--- src/rtl/tenthirty_nplayer_if.sv ---
`default_nettype none
// ============================================================================
// Module      : tenthirty_nplayer_if
// Description : Card request/valid handshake between the game engine and the
//               external deck block.
// Revision    : 1.0 - initial release
// ============================================================================
interface tenthirty_nplayer_if;
    logic       card_req;
    logic       card_vld;
    logic [3:0] card_val;

    // Engine side requests cards; deck side answers with a ranked card.
    modport master (
        output card_req,
        input  card_vld,
        input  card_val
    );

    modport slave (
        input  card_req,
        output card_vld,
        output card_val
    );
endinterface
`default_nettype wire

--- src/rtl/tenthirty_nplayer.sv ---
`default_nettype none
// ============================================================================
// Module      : tenthirty_nplayer
// Description : Ten-and-a-half game engine, up to four players against an
//               automatic dealer; scores are kept in half-point units.
// Revision    : 1.0 - initial release
// ============================================================================
module tenthirty_nplayer #(
    parameter int NUM_PLAYERS  = 2,
    parameter int MAX_CARDS    = 5,
    parameter int DEALER_STAND = 14,
    parameter int PW           = $clog2(NUM_PLAYERS + 1)
) (
    input  wire logic                           clk,
    input  wire logic                           rst,
    input  wire logic                           btn_m,
    input  wire logic                           btn_r,
    tenthirty_nplayer_if.master                 deck,
    output logic [PW-1:0]                       cur_player,
    output logic [2:0]                          cur_cnt,
    output logic [6*(NUM_PLAYERS+1)-1:0]        scores,
    output logic [NUM_PLAYERS-1:0]              win,
    output logic [NUM_PLAYERS:0]                bust,
    output logic                                round_done
);

    localparam int            c_hands    = NUM_PLAYERS + 1;
    localparam logic [PW-1:0] c_dealer   = PW'(NUM_PLAYERS);
    localparam logic [2:0]    c_max_cnt  = 3'(MAX_CARDS);
    localparam logic [5:0]    c_stand    = 6'(DEALER_STAND);
    localparam logic [5:0]    c_limit    = 6'd21;

    typedef enum logic [2:0] {
        S_IDLE    = 3'd0,
        S_FETCH   = 3'd1,
        S_ADD     = 3'd2,
        S_TURN    = 3'd3,
        S_DEALER  = 3'd4,
        S_COMPARE = 3'd5,
        S_DONE    = 3'd6
    } state_t;

    state_t                 state_q, state_d;
    logic                   card_req_q, card_req_d;
    logic [PW-1:0]          cur_player_q, cur_player_d;
    logic [2:0]             cur_cnt_q, cur_cnt_d;
    logic [5:0]             score_q [c_hands];
    logic [5:0]             score_d [c_hands];
    logic [NUM_PLAYERS-1:0] win_q, win_d;
    logic [NUM_PLAYERS-1:0] auto_q, auto_d;
    logic [NUM_PLAYERS:0]   bust_q, bust_d;
    logic                   round_done_q, round_done_d;
    logic                   btn_m_prev_q, btn_m_prev_d;
    logic                   btn_r_prev_q, btn_r_prev_d;
    logic [3:0]             rank_q, rank_d;
    logic                   add_phase_q, add_phase_d;

    logic                   w_press_m;
    logic                   w_press_r;
    logic                   w_xfer;
    logic                   w_is_dealer;
    logic [5:0]             w_card_value;
    logic [5:0]             w_cur_score;

    assign w_press_m    = btn_m & ~btn_m_prev_q;
    assign w_press_r    = btn_r & ~btn_r_prev_q;
    assign w_xfer       = card_req_q & deck.card_vld;
    assign w_is_dealer  = (cur_player_q == c_dealer);
    assign w_cur_score  = score_q[cur_player_q];
    // Number cards are worth their rank in points; everything else is half a point.
    assign w_card_value = (rank_q >= 4'd1 && rank_q <= 4'd10) ? {1'b0, rank_q, 1'b0} : 6'd1;

    always_ff @(posedge clk) begin
        if (rst) begin
            state_q      <= S_IDLE;
            card_req_q   <= 1'b0;
            cur_player_q <= '0;
            cur_cnt_q    <= '0;
            for (int i = 0; i < c_hands; i++) begin
                score_q[i] <= '0;
            end
            win_q        <= '0;
            auto_q       <= '0;
            bust_q       <= '0;
            round_done_q <= 1'b0;
            btn_m_prev_q <= 1'b0;
            btn_r_prev_q <= 1'b0;
            rank_q       <= '0;
            add_phase_q  <= 1'b0;
        end else begin
            state_q      <= state_d;
            card_req_q   <= card_req_d;
            cur_player_q <= cur_player_d;
            cur_cnt_q    <= cur_cnt_d;
            score_q      <= score_d;
            win_q        <= win_d;
            auto_q       <= auto_d;
            bust_q       <= bust_d;
            round_done_q <= round_done_d;
            btn_m_prev_q <= btn_m_prev_d;
            btn_r_prev_q <= btn_r_prev_d;
            rank_q       <= rank_d;
            add_phase_q  <= add_phase_d;
        end
    end

    always_comb begin
        state_d      = state_q;
        cur_player_d = cur_player_q;
        cur_cnt_d    = cur_cnt_q;
        score_d      = score_q;
        win_d        = win_q;
        auto_d       = auto_q;
        bust_d       = bust_q;
        rank_d       = rank_q;
        add_phase_d  = 1'b0;
        btn_m_prev_d = btn_m;
        btn_r_prev_d = btn_r;

        case (state_q)
            S_IDLE: begin
                if (w_press_m) begin
                    for (int i = 0; i < c_hands; i++) begin
                        score_d[i] = '0;
                    end
                    cur_player_d = '0;
                    cur_cnt_d    = '0;
                    win_d        = '0;
                    auto_d       = '0;
                    bust_d       = '0;
                    state_d      = S_FETCH;
                end
            end

            S_FETCH: begin
                if (w_xfer) begin
                    rank_d  = deck.card_val;
                    state_d = S_ADD;
                end
            end

            S_ADD: begin
                if (!add_phase_q) begin
                    // First cycle accumulates; the second judges the registered totals.
                    score_d[cur_player_q] = w_cur_score + w_card_value;
                    cur_cnt_d             = cur_cnt_q + 3'd1;
                    add_phase_d           = 1'b1;
                end else if (w_cur_score > c_limit || cur_cnt_q == c_max_cnt || w_cur_score == c_limit) begin
                    for (int i = 0; i < c_hands; i++) begin
                        if (cur_player_q == PW'(i) && w_cur_score > c_limit) begin
                            bust_d[i] = 1'b1;
                        end
                    end
                    for (int i = 0; i < NUM_PLAYERS; i++) begin
                        if (cur_player_q == PW'(i) && w_cur_score <= c_limit && cur_cnt_q == c_max_cnt) begin
                            auto_d[i] = 1'b1;
                        end
                    end
                    if (w_is_dealer) begin
                        state_d = S_COMPARE;
                    end else begin
                        cur_player_d = cur_player_q + 1'b1;
                        cur_cnt_d    = '0;
                        state_d      = S_FETCH;
                    end
                end else if (!w_is_dealer) begin
                    state_d = (cur_cnt_q == 3'd1) ? S_FETCH : S_TURN;
                end else begin
                    state_d = S_DEALER;
                end
            end

            S_TURN: begin
                // A press of both buttons together is a stand.
                if (w_press_r) begin
                    cur_player_d = cur_player_q + 1'b1;
                    cur_cnt_d    = '0;
                    state_d      = S_FETCH;
                end else if (w_press_m) begin
                    state_d = S_FETCH;
                end
            end

            S_DEALER: begin
                state_d = (w_cur_score < c_stand) ? S_FETCH : S_COMPARE;
            end

            S_COMPARE: begin
                for (int i = 0; i < NUM_PLAYERS; i++) begin
                    win_d[i] = auto_q[i] |
                               (~bust_q[i] & (bust_q[NUM_PLAYERS] | (score_q[i] > score_q[NUM_PLAYERS])));
                end
                state_d = S_DONE;
            end

            S_DONE: begin
                if (w_press_m) begin
                    state_d = S_IDLE;
                end
            end

            default: begin
                state_d = S_IDLE;
            end
        endcase

        card_req_d   = (state_q == S_FETCH) && !w_xfer;
        round_done_d = (state_d == S_DONE);
    end

    assign deck.card_req = card_req_q;
    assign cur_player    = cur_player_q;
    assign cur_cnt       = cur_cnt_q;
    assign win           = win_q;
    assign bust          = bust_q;
    assign round_done    = round_done_q;

    generate
        for (genvar g = 0; g < c_hands; g++) begin : g_scores
            assign scores[6*g +: 6] = score_q[g];
        end
    endgenerate

endmodule
`default_nettype wire

--- src/flat_wrapper.sv ---
// flat-port wrapper written by rule: the top's interface ports become plain ports
module tenthirty_nplayer_flat 
#(
    parameter int NUM_PLAYERS  = 2,
    parameter int MAX_CARDS    = 5,
    parameter int DEALER_STAND = 14,
    parameter int PW           = $clog2(NUM_PLAYERS + 1)
)
  (clk, rst, btn_m, btn_r, cur_player, cur_cnt, scores, win, bust, round_done, deck_card_req, deck_card_vld, deck_card_val);
  tenthirty_nplayer_if deck_i ();
  input  wire logic clk;
  input  wire logic rst;
  input  wire logic btn_m;
  input  wire logic btn_r;
  output logic [PW-1:0] cur_player;
  output logic [2:0] cur_cnt;
  output logic [6*(NUM_PLAYERS+1)-1:0] scores;
  output logic [NUM_PLAYERS-1:0] win;
  output logic [NUM_PLAYERS:0] bust;
  output logic round_done;
  output wire logic [$bits(deck_i.card_req)-1:0] deck_card_req;
  input wire logic [$bits(deck_i.card_vld)-1:0] deck_card_vld;
  input wire logic [$bits(deck_i.card_val)-1:0] deck_card_val;
  assign deck_card_req = deck_i.card_req;
  assign deck_i.card_vld = deck_card_vld;
  assign deck_i.card_val = deck_card_val;
  tenthirty_nplayer #(.NUM_PLAYERS(NUM_PLAYERS), .MAX_CARDS(MAX_CARDS), .DEALER_STAND(DEALER_STAND), .PW(PW)) u_core (.clk(clk), .rst(rst), .btn_m(btn_m), .btn_r(btn_r), .deck(deck_i), .cur_player(cur_player), .cur_cnt(cur_cnt), .scores(scores), .win(win), .bust(bust), .round_done(round_done));
endmodule
--- config.mk ---
export PLATFORM = sky130hd
export DESIGN_NAME = tenthirty_nplayer_flat
export DESIGN_NICKNAME = d
export VERILOG_FILES = /design/src/rtl/tenthirty_nplayer_if.sv /design/src/rtl/tenthirty_nplayer.sv /design/src/flat_wrapper.sv
export SDC_FILE = /design/constraint.sdc
export NUM_CORES = 1
export LEC_CHECK = 0
export ABC_AREA = 1
export CORE_MARGIN = 8
export CORE_UTILIZATION = 30
export DETAILED_ROUTE_END_ITERATION = 8
export PLACE_DENSITY = 0.6
export SYNTH_ARGS = -nofsm -noshare
export SYNTH_HDL_FRONTEND = slang
export SYNTH_SLANG_ARGS = --single-unit
--- constraint.sdc ---
create_clock -name clk -period 2.1 [get_ports clk]
set_input_delay 0.315 -clock clk [delete_from_list [all_inputs] [get_ports clk]]
set_output_delay 0.315 -clock clk [all_outputs]
set_load 0.05 [all_outputs]
==> summary.md <==
| Metric | Value |
|---|---|
| Outcome | `finished clean` |
| CTS tree | `yes` |
| Grt met2 use | `around a fifth` |
| Static Leak | `roughly 1.5 nW` |
| Full die area | `around 12,000 sq um` |
| Post-CTS Hold Buffers | `0` |
| Area leader, netlist | `dfxtp_1` |
| Commonest non-fill, non-tap cells in the layout | `nand2_1 (84), inv_1 (44), clkdlybuf4s50_1 (38), dfxtp_1 (38), a21oi_1 (37)` |
| Pwr dens | `609 nW/um^2` |
| Clock slew at the register clock pins of the worst setup and hold paths | `90 ps` |
| Fin Setup TNS | `0 ps` |
| Slew Viols, Final | `0` |
| Area delta synth->final | `35.4%` |
| Worst slack, placed | `-81.8 ps` |
| Die W | `between 100 and 150 microns` |
| Core region area | `approximately 8600 sq um` |
| Layout cells sized above 1 | `approximately 21%` |
| Pre-Repair DR Iteration Count | `4` |
| Routed vias | `2,628` |
| Clock latency on the worst-skew pair | `~300 ps` |
| Syn nets | `between 400 and 500` |
| Clock skew | `9.45 ps` |
| Vias in the first global route | `around 2,500` |
| Wirelength per Cell | `approximately 13 microns` |
| Worst Reg2Reg Path Length in Cells | `12` |
| Highest Clock Rate | `482 MHz` |
| Synth warn | `0` |
| Synth top area cells | `dfxtp_1 (32%), nand2_1 (12%), ha_1 (10%)` |
| Initial antenna violation count | `0` |
| First-pass GRT wire length | `about 12 mm` |
| Residual DRC | `0` |
| Post-route setup slack | `26.3 ps` |
| Number of top-level pins | `39` |
| Core Rows | `34` |
| Critical Path RT | `about 2400 ps` |
| Setup-failing EPs final | `0` |
| Number of port buffers | `38` |
| RSZ-0062 raised after global routing | `yes` |
| Max-cap viol count | `0` |
| Clock Sinks | `42` |
| Total wire length | `7.28 mm` |
| Vias per cell | `4.78` |
| Layout Nets | `roughly 470` |
| Synth Register Bits | `42` |
| Total CTS buffers | `5` |
| Worst Tran Pin Value | `approximately 570 ps` |
| CP startpoint kind | `flop` |
| Ant diodes | `0` |
| Final instance area | `3570 sq um` |
| Worst hold stages | `2` |
| Max_slew headroom | `between 60% and 70%` |
| M3 GR Usage | `2.52%` |
| Synth cell types | `31` |
| Avg Inst Size Synth | `between 6 and 7 sq um` |
| Total grt overflow | `0` |
| Fin. Hold Viols | `0` |
| Area share of the largest cell type after synthesis | `between 30% and 40%` |
| Fin crit period | `between 2000 and 2500 ps` |
| Die H | `roughly 110 microns` |
| CP Max Fanout | `4` |
| Worst Hold Class | `reg -> reg` |
| Syn Inst Count | `approximately 380` |
| Critical path class | `reg -> reg` |
| Slowest cell on crit path | `dfxtp_4` |
| Layer with the highest usage | `met2` |
| GRT Util Overall | `between 10% and 20%` |
| Routed Antenna Nets | `0` |
| Hold Slack | `457 ps` |
| Worst vdd ir | `~0.33 mV` |
| Asr flop ratio synth | `0%` |
| Worst path arrival time | `2320 ps` |
| Clock tree buffer depth | `2` |
| Final core occ | `about two fifths` |
| Initial Util | `a little under a third` |
| Iteration-0 DRC Markers | `171` |
| Crit path cell chain | `inv_6 -> nand2_1 -> nand2_1 -> a21oi_2 -> inv_2 -> ha_4 -> fa_2 -> a21oi_2 -> o21ai_1 -> xor2_1 -> nand2_1 -> a21oi_2` |
| CTS H-tree lvls | `2` |
| GR Util met1 | `16.4%` |
| Post-synth top flop | `dfxtp_1` |
| CP Capture Type | `flop` |
| Number of synthesized flops with an enable pin | `0` |
| Largest net degree at the start of global routing | `33` |
| GPL Wtd Cong | `0.842` |
| CP peak stage delay | `around 390 ps` |
| Clk root buf | `clkbuf_8` |
| Period utilization | `a little over nine tenths` |
| Most common cell after layout, fill and taps aside | `nand2_1` |
| DP Area | `about 3300 sq um` |
| Synth Cell Area | `about 2600 sq um` |
| Post-synthesis sequential area ratio | `about a third` |
| Post-DP HPWL | `between 5 and 6 mm` |
## logic make-up after synthesis
kind of cell | after synthesis | share of synthesized area, %
AOI/OAI and AO/OA | 64 | 12.8
DFF | 42 | 31.9
buffers and inverters | 65 | 10.2
adders and majority gates | 23 | 11.2
xor gates and xnor gates | 4 | 1.33
and+or+nand+nor | 181 | 32.6
## per-layer routing
metal,up-vias,part of all wire (%),wire (microns)
met5,-,0,0
met4,0,1.6,119
met3,10,6.5,472
met2,72,45,3310
met1,1204,46,3380
li1,1342,-,-
## where the power goes
group | switching [W] | total (W) | internal, W
sequential | 0.0000284 | 0.000849 | 0.000820
clock | 0.000298 | 0.000727 | 0.000429
combinational | 0.000374 | 0.000597 | 0.000223
## Yosys cell counts, types with 3 or more instances
cell type   n
nand2_1    86
inv_1      48
nor3_1      5
nand2_4     6
o21ai_1     5
a21oi_1    44
nand3_2     3
dfxtp_1    42
clkbuf_1    4
nand4_1     8
xor2_1      3
ha_1       22
nand2_2     7
inv_2       8
nand3_1    23
nor2_1     35
o21ai_0    11
## worst paths after layout
| path | startpoint | endpoint | slack, ps |
|---|---|---|---|
| worst min-delay path | u_core.auto_q[1] | u_core.auto_q[1] | 460 |
| worst max register to register | u_core.cur_player[0] | u_core.scores[4] | 30 |
| worst min register to register | u_core.auto_q[1] | u_core.auto_q[1] | 460 |
| worst max-delay path | u_core.cur_player[0] | u_core.scores[4] | 30 |
## metrics by stage
step,instances,total power [W]
floorplan,379,0.00125
global placement,535,0.00140
detailed placement,535,0.00141
CTS,543,0.00215
global route,550,0.00229
finish,550,0.00217
## layout make-up
cell class,count,area [sq um]
clock buffer,6,93.8
clock inverter,2,38.8
fill,893,5060
inverter,59,236
multi-input combinational,272,1660
sequential,42,851
tap,108,135
timing repair buffer,61,561
## sequential cells by signal, summed over array words and instances (netlist names)
register              flops
u_core.win                2
u_core.btn_r_prev_q       1
u_core.cur_player         2
u_core.auto_q             2
u_core.round_done         1
u_core.add_phase_q        1
u_core.scores            18
u_core.bust               3
u_core.state_q            3
u_core.cur_cnt            3
u_core.rank_q             4
u_core.deck.card_req      1
u_core.btn_m_prev_q       1
## what timing repair did
action                                  in CTS  in global routing
resized for setup                            4                 31
pin swaps                                    2                 19
setup buffers                                0                  7
endpoints found under the setup margin       6                 11
## critical path, delay by kind of cell, from the launching register on
family / cells / cell delay, ps
AOI/OAI and AO/OA: 4 / 490
buffers and inverters: 2 / 100
adders and majority gates: 2 / 560
DFF: 1 / 390
xor gates and xnor gates: 1 / 250
and+or+nand+nor: 3 / 220
(Power assumes the default switching activity.)
